File: config.mk
export PLATFORM = sky130hd
export DESIGN_NAME = tensor_seq_unit
export DESIGN_NICKNAME = d
export VERILOG_FILES = /design/src/rtl/tensor_seq_unit.sv
export SDC_FILE = /design/constraint.sdc
export NUM_CORES = 1
export LEC_CHECK = 0
export CAP_MARGIN = 5
export CORE_UTILIZATION = 50
export CTS_CLUSTER_DIAMETER = 120
export CTS_CLUSTER_SIZE = 24
export DETAILED_ROUTE_END_ITERATION = 8
export DONT_BUFFER_PORTS = 1
export GPL_TIMING_DRIVEN = 0
export MAX_ROUTING_LAYER = met4
export PLACE_DENSITY_LB_ADDON = 0.25
export SLEW_MARGIN = 10
export SYNTH_ARGS = -nofsm -noshare
export SYNTH_HDL_FRONTEND = slang
export SYNTH_SLANG_ARGS = --single-unit
File: constraint.sdc
create_clock -name clk -period 22 [get_ports clk]
set_clock_uncertainty 0.05 [all_clocks]
set_input_delay 2.2 -clock clk [delete_from_list [all_inputs] [get_ports clk]]
set_output_delay 2.2 -clock clk [all_outputs]
set_load 0.005 [all_outputs]
File: src/rtl/tensor_seq_unit.sv
// Sequenced NxN tensor unit: streams A/B in from data memory, runs a one-product-per-cycle
// MAC to form C = A*B (optionally accumulating), and streams C back out under start/busy/done.
//
// state   | meaning
// --------+---------------------------------------------------------------
// S_IDLE  | waiting for start; captures op, accumulate and base_addr
// S_LOAD  | one element per cycle from DM into A or B (N*N cycles)
// S_MAC   | one product per cycle into C, l fastest (N*N*N cycles)
// S_STORE | one element per cycle from C out to DM (N*N cycles)
// S_DONE  | single-cycle done pulse, then back to S_IDLE
module tensor_seq_unit #(
  parameter int N      = 3,
  parameter int DATA_W = 16,
  parameter int ADDR_W = 9
) (
  input  logic              clk,
  input  logic              reset,
  input  logic              start,
  input  logic [1:0]        op,
  input  logic              accumulate,
  input  logic [ADDR_W-1:0] base_addr,
  input  logic [DATA_W-1:0] mem_rdata,
  output logic [ADDR_W-1:0] mem_addr,
  output logic              mem_we,
  output logic [DATA_W-1:0] mem_wdata,
  output logic              busy,
  output logic              stall,
  output logic              done
);

  localparam int NN  = N * N;
  localparam int K_W = $clog2(NN);
  localparam int I_W = $clog2(N);

  localparam logic [K_W-1:0] K_LAST = K_W'(NN - 1);
  localparam logic [I_W-1:0] I_LAST = I_W'(N - 1);
  localparam logic [K_W-1:0] N_K    = K_W'(N);

  localparam logic [1:0] OP_LOAD_A = 2'b00;
  localparam logic [1:0] OP_LOAD_B = 2'b01;
  localparam logic [1:0] OP_MATMUL = 2'b10;

  typedef enum logic [2:0] {S_IDLE, S_LOAD, S_MAC, S_STORE, S_DONE} state_t;

  state_t state, state_nxt;

  logic [1:0]        op_r;
  logic              acc_r;
  logic [ADDR_W-1:0] base_r;
  logic [K_W-1:0]    k_cnt;
  logic [I_W-1:0]    i_cnt, j_cnt, l_cnt;
  logic [DATA_W-1:0] a_mat [NN];
  logic [DATA_W-1:0] b_mat [NN];
  logic [DATA_W-1:0] c_mat [NN];
  logic [DATA_W-1:0] sum_r, sum_nxt, prod;
  logic [K_W-1:0]    a_idx, b_idx, c_idx;
  logic              mac_last;

  // Row-major flattening of (i,l), (l,j) and (i,j) into element indices.
  always_comb begin
    a_idx    = K_W'(i_cnt) * N_K + K_W'(l_cnt);
    b_idx    = K_W'(l_cnt) * N_K + K_W'(j_cnt);
    c_idx    = K_W'(i_cnt) * N_K + K_W'(j_cnt);
    prod     = a_mat[a_idx] * b_mat[b_idx];
    sum_nxt  = ((l_cnt == '0) ? '0 : sum_r) + prod;
    mac_last = (i_cnt == I_LAST) && (j_cnt == I_LAST) && (l_cnt == I_LAST);
  end

  always_ff @(posedge clk or posedge reset) begin
    if (reset) state <= S_IDLE;
    else       state <= state_nxt;
  end

  always_comb begin
    state_nxt = state;
    busy      = 1'b0;
    done      = 1'b0;
    mem_we    = 1'b0;
    mem_addr  = '0;
    mem_wdata = '0;
    case (state)
      S_IDLE: begin
        if (start) begin
          case (op)
            OP_LOAD_A, OP_LOAD_B: state_nxt = S_LOAD;
            OP_MATMUL:            state_nxt = S_MAC;
            default:              state_nxt = S_STORE;
          endcase
        end
      end
      S_LOAD: begin
        busy     = 1'b1;
        mem_addr = base_r + ADDR_W'(k_cnt);
        if (k_cnt == K_LAST) state_nxt = S_DONE;
      end
      S_MAC: begin
        busy     = 1'b1;
        mem_addr = base_r;
        if (mac_last) state_nxt = S_DONE;
      end
      S_STORE: begin
        busy      = 1'b1;
        mem_we    = 1'b1;
        mem_addr  = base_r + ADDR_W'(k_cnt);
        mem_wdata = c_mat[k_cnt];
        if (k_cnt == K_LAST) state_nxt = S_DONE;
      end
      S_DONE: begin
        done      = 1'b1;
        state_nxt = S_IDLE;
      end
      default: state_nxt = S_IDLE;
    endcase
  end

  assign stall = busy;

  always_ff @(posedge clk or posedge reset) begin
    if (reset) begin
      op_r   <= '0;
      acc_r  <= 1'b0;
      base_r <= '0;
      k_cnt  <= '0;
      i_cnt  <= '0;
      j_cnt  <= '0;
      l_cnt  <= '0;
      sum_r  <= '0;
      for (int x = 0; x < NN; x++) begin
        a_mat[x] <= '0;
        b_mat[x] <= '0;
        c_mat[x] <= '0;
      end
    end else begin
      case (state)
        S_IDLE: begin
          if (start) begin
            op_r   <= op;
            acc_r  <= accumulate;
            base_r <= base_addr;
            k_cnt  <= '0;
            i_cnt  <= '0;
            j_cnt  <= '0;
            l_cnt  <= '0;
            sum_r  <= '0;
          end
        end
        S_LOAD: begin
          if (op_r == OP_LOAD_A) a_mat[k_cnt] <= mem_rdata;
          else                   b_mat[k_cnt] <= mem_rdata;
          k_cnt <= k_cnt + 1'b1;
        end
        S_MAC: begin
          sum_r <= sum_nxt;
          if (l_cnt == I_LAST) begin
            c_mat[c_idx] <= (acc_r ? c_mat[c_idx] : '0) + sum_nxt;
            l_cnt        <= '0;
            if (j_cnt == I_LAST) begin
              j_cnt <= '0;
              i_cnt <= i_cnt + 1'b1;
            end else begin
              j_cnt <= j_cnt + 1'b1;
            end
          end else begin
            l_cnt <= l_cnt + 1'b1;
          end
        end
        S_STORE: k_cnt <= k_cnt + 1'b1;
        default: ;
      endcase
    end
  end

endmodule

==> out/summary.txt <==
====================================================================================================
Setup repair after global routing missed its margin                                            false
Largest buffer count on any clock path                                                             3
Post-cts resize count                                                                              0
Synthesized area per cell                                                                  11.79 um2
Antenna fix cells                                                                                  0
Count of cell types in the netlist                                                                66
Asr flop ratio synth                                                                          100.0%
Fraction of final layout cells with drive strength greater than 1                             22.31%
Initial antenna violation count                                                                    0
TritonCTS clock tree                                                                           built
Max incr delay on CP                                                                         0.80 ns
Total number of vias                                                                           19090
Worst Setup Start Kind                                                                          flop
Remaining number of nets flagged by the antenna check after routing                                0
Fin. Hold Viols                                                                                    0
Total of buffers placed on input and output ports                                                  0
Start point of the worst min-delay path                                                    b_mat[18]
Core outline area                                                                          55420 um2
Die span in y                                                                               239.7 um
Worst EP arrival                                                                            11.26 ns
CP Capture Point                                                                           c_mat[78]
Number of buffers inserted to repair setup after CTS                                               0
Clock-pin slew reported for the worst setup and hold paths after clock tree synthesis        0.10 ns
Violation count after the first detailed-routing iteration                                      1433
Ys flop type                                                                                 dfrtp_1
Sum of negative setup slack                                                                     0 ns
Worst Path Class, Setup                                                                      reg2reg
Wire length after detailed routing                                                          75040 um
CTS hold repair buffers                                                                            0
Reg-to-reg startpoint                                                                       i_cnt[0]
Final Max Slew Viols                                                                               0
Path category of the worst min-delay check                                                   reg2reg
Sequential share of the synthesized area                                                      41.91%
Synthesis-stage register bit count                                                               473
Gate family responsible for the most delay along the worst path                          adder cells
Number of DRC violations after detailed routing                                                    0
Total Die Area                                                                             57430 um2
Number of nets in the layout                                                                    2646
Routed length per instance                                                                  23.62 um
Number of global-route vias before repair                                                      19700
Synthesized netlist cell count                                                                  2396
HPWL after DPL                                                                              55740 um
Crit path max-delay cell type                                                                   fa_1
Post-Syn Nets                                                                                   2615
Initial cell density of the core                                                              50.96%
Number of cells on the critical path                                                              34
Minimum period implied by the final worst setup slack                                       10.84 ns
Required time of the critical path                                                          22.42 ns
Pin count of the biggest net entering global routing                                             120
Status                                                                                  finished, final reports clean
Share of the clock period used by the worst path                                              49.25%
First-pass GRT wire length                                                                 117400 um
Via/cell ratio                                                                                 6.008
Netlist area before placement                                                              28240 um2
Total of endpoints with negative setup slack in the final report                                   0
CTS Sinks                                                                                        473
DR pass1 iterations                                                                                8
Max-capacitance violation count                                                                    0
H-tree depth                                                                                       1
Std-Cell Rows                                                                                     86
Slew margin rel.                                                                              18.63%
Achievable clock frequency                                                                 92.28 MHz
CTS root buffer                                                                            clkbuf_16
All-Layer GR Usage                                                                            27.80%
Total global routing overflow                                                                      0
Final weighted congestion of routability-driven global placement                              0.9781
Capturing element type of the critical path                                                     flop
Number of top-level pins                                                                          60
Worst setup path start                                                                      i_cnt[0]
Number of enable-type register cells in the synthesized netlist                                    0
Worst reg2reg path endpoint                                                                c_mat[78]
Clock insertion delay at the later pin of the skew report                                    0.61 ns
Yosys synthesis warning count                                                                      0
Worst-case register-to-register setup slack                                                 11.16 ns
Combined buffer and inverter count along the critical path                                         8
Chip Width                                                                                  239.7 um
Worst Tran Pin Value                                                                        1.220 ns
Number of CTS-inserted buffers                                                                    24
Growth of design area from synthesis to finish                                                6.145%
R2r worst-path depth                                                                              34
Worst-path fanout max                                                                             10
====================================================================================================
[cell type report]
cell class,instances,area [um2]
flip-flops and latches,473,11840
clock inverters,4,67.56
plain buffers,136,601.8
well taps,748,935.9
repair buffers,5,117.6
inverters,183,694.4
multi-input cells,1604,15120
clock buffers,24,600.6
fillers,4714,25440
[registers in the layout, indices dropped and copies added, names as in the netlist]
register,count
i_cnt,2
k_cnt,4
c_mat,144
l_cnt,2
sum_r,16
a_mat,144
j_cnt,2
acc_r,1
b_mat,144
state,3
base_r,9
op_r,2
[synthesized netlist by cell type, types with 4 or more instances]
cell type	n	area share (%)
or2_2	4	0.089
nand3_1	24	0.43
ha_1	88	3.9
fa_1	100	7.1
a21oi_1	80	1.4
and3_1	7	0.16
buf_1	12	0.16
and2_1	16	0.35
a211oi_1	4	0.11
mux2_2	350	14
a22o_1	23	0.71
buf_2	9	0.16
o21bai_1	8	0.21
a21o_1	9	0.24
nor2_1	99	1.3
dfrtp_1	473	42
o21ai_1	4	0.071
nand2b_1	23	0.51
o21ai_0	115	2.0
inv_1	182	2.4
clkbuf_1	100	1.3
mux2i_1	75	2.7
o22ai_1	16	0.35
buf_4	11	0.29
nand2_1	255	3.4
a31oi_1	27	0.60
xor2_1	17	0.53
o21a_1	5	0.13
mux2_4	4	0.21
nor2b_1	37	0.82
nor3_1	11	0.19
mux4_2	108	8.6
xnor2_1	45	1.4
[worst min path at each step]
stage / to / slack [ns] / cells after the start
after CTS: sum_r[1] / 0.46 / 1
after floorplan: c_mat[128] / 0.41 / 2
after global routing: sum_r[1] / 0.47 / 1
final: b_mat[18] / 0.45 / 1
after detailed placement: sum_r[1] / 0.42 / 1
after global placement: c_mat[129] / 0.43 / 2
[routing by layer]
metal | GRT usage, % | wire length, um
met2 | 45.41 | 36560
met4 | 8.858 | 2747
met5 | - | 0
met3 | 3.699 | 4685
met1 | 35.98 | 31040
[stage by stage]
step	std cells	worst slack, ns	hold slack (ns)	util [%]	instance area, um2
2_1_floorplan	2396	6.556	0.4053	-	28240
3_3_place_gp	3144	1.994	0.4255	52.65	29180
3_5_place_dp	3149	11.32	0.4249	52.89	29310
4_1_cts	3177	11.27	0.4570	54.09	29980
5_1_grt	3177	10.62	0.4682	54.09	29980
6_report	3177	11.16	0.4549	54.09	29980
[layout by cell type (no fill, tap or decap), types with 17 or more instances in the layout]
cell type / instances
a21oi_1: 80
xor2_1: 17
nor2_1: 99
nand2b_1: 23
a22o_1: 23
nand2_1: 255
ha_1: 88
mux2_2: 350
o21ai_0: 115
nor2b_1: 37
nand3_1: 24
dfrtp_1: 473
mux2i_1: 75
xnor2_1: 45
clkbuf_1: 100
clkbuf_16: 24
mux4_2: 108
a31oi_1: 27
fa_1: 100
inv_1: 181
[cells by family (layout without fill, tap and decap cells)]
family                     after synthesis  in the layout  share of synthesized area [%]
AOI/OAI and AO/OA                      317            317                          6.788
xor gates and xnor gates                68             68                          2.388
adders and majority gates              188            188                          10.99
buffers and inverters                  319            352                          4.564
DFF                                    473            473                          41.91
muxes                                  541            541                          25.76
and+or+nand+nor                        490            490                          7.603
Power is left out: the tool's default activity adds up to more than one toggle a clock period on the data nets, which glitch-free logic cannot reach.
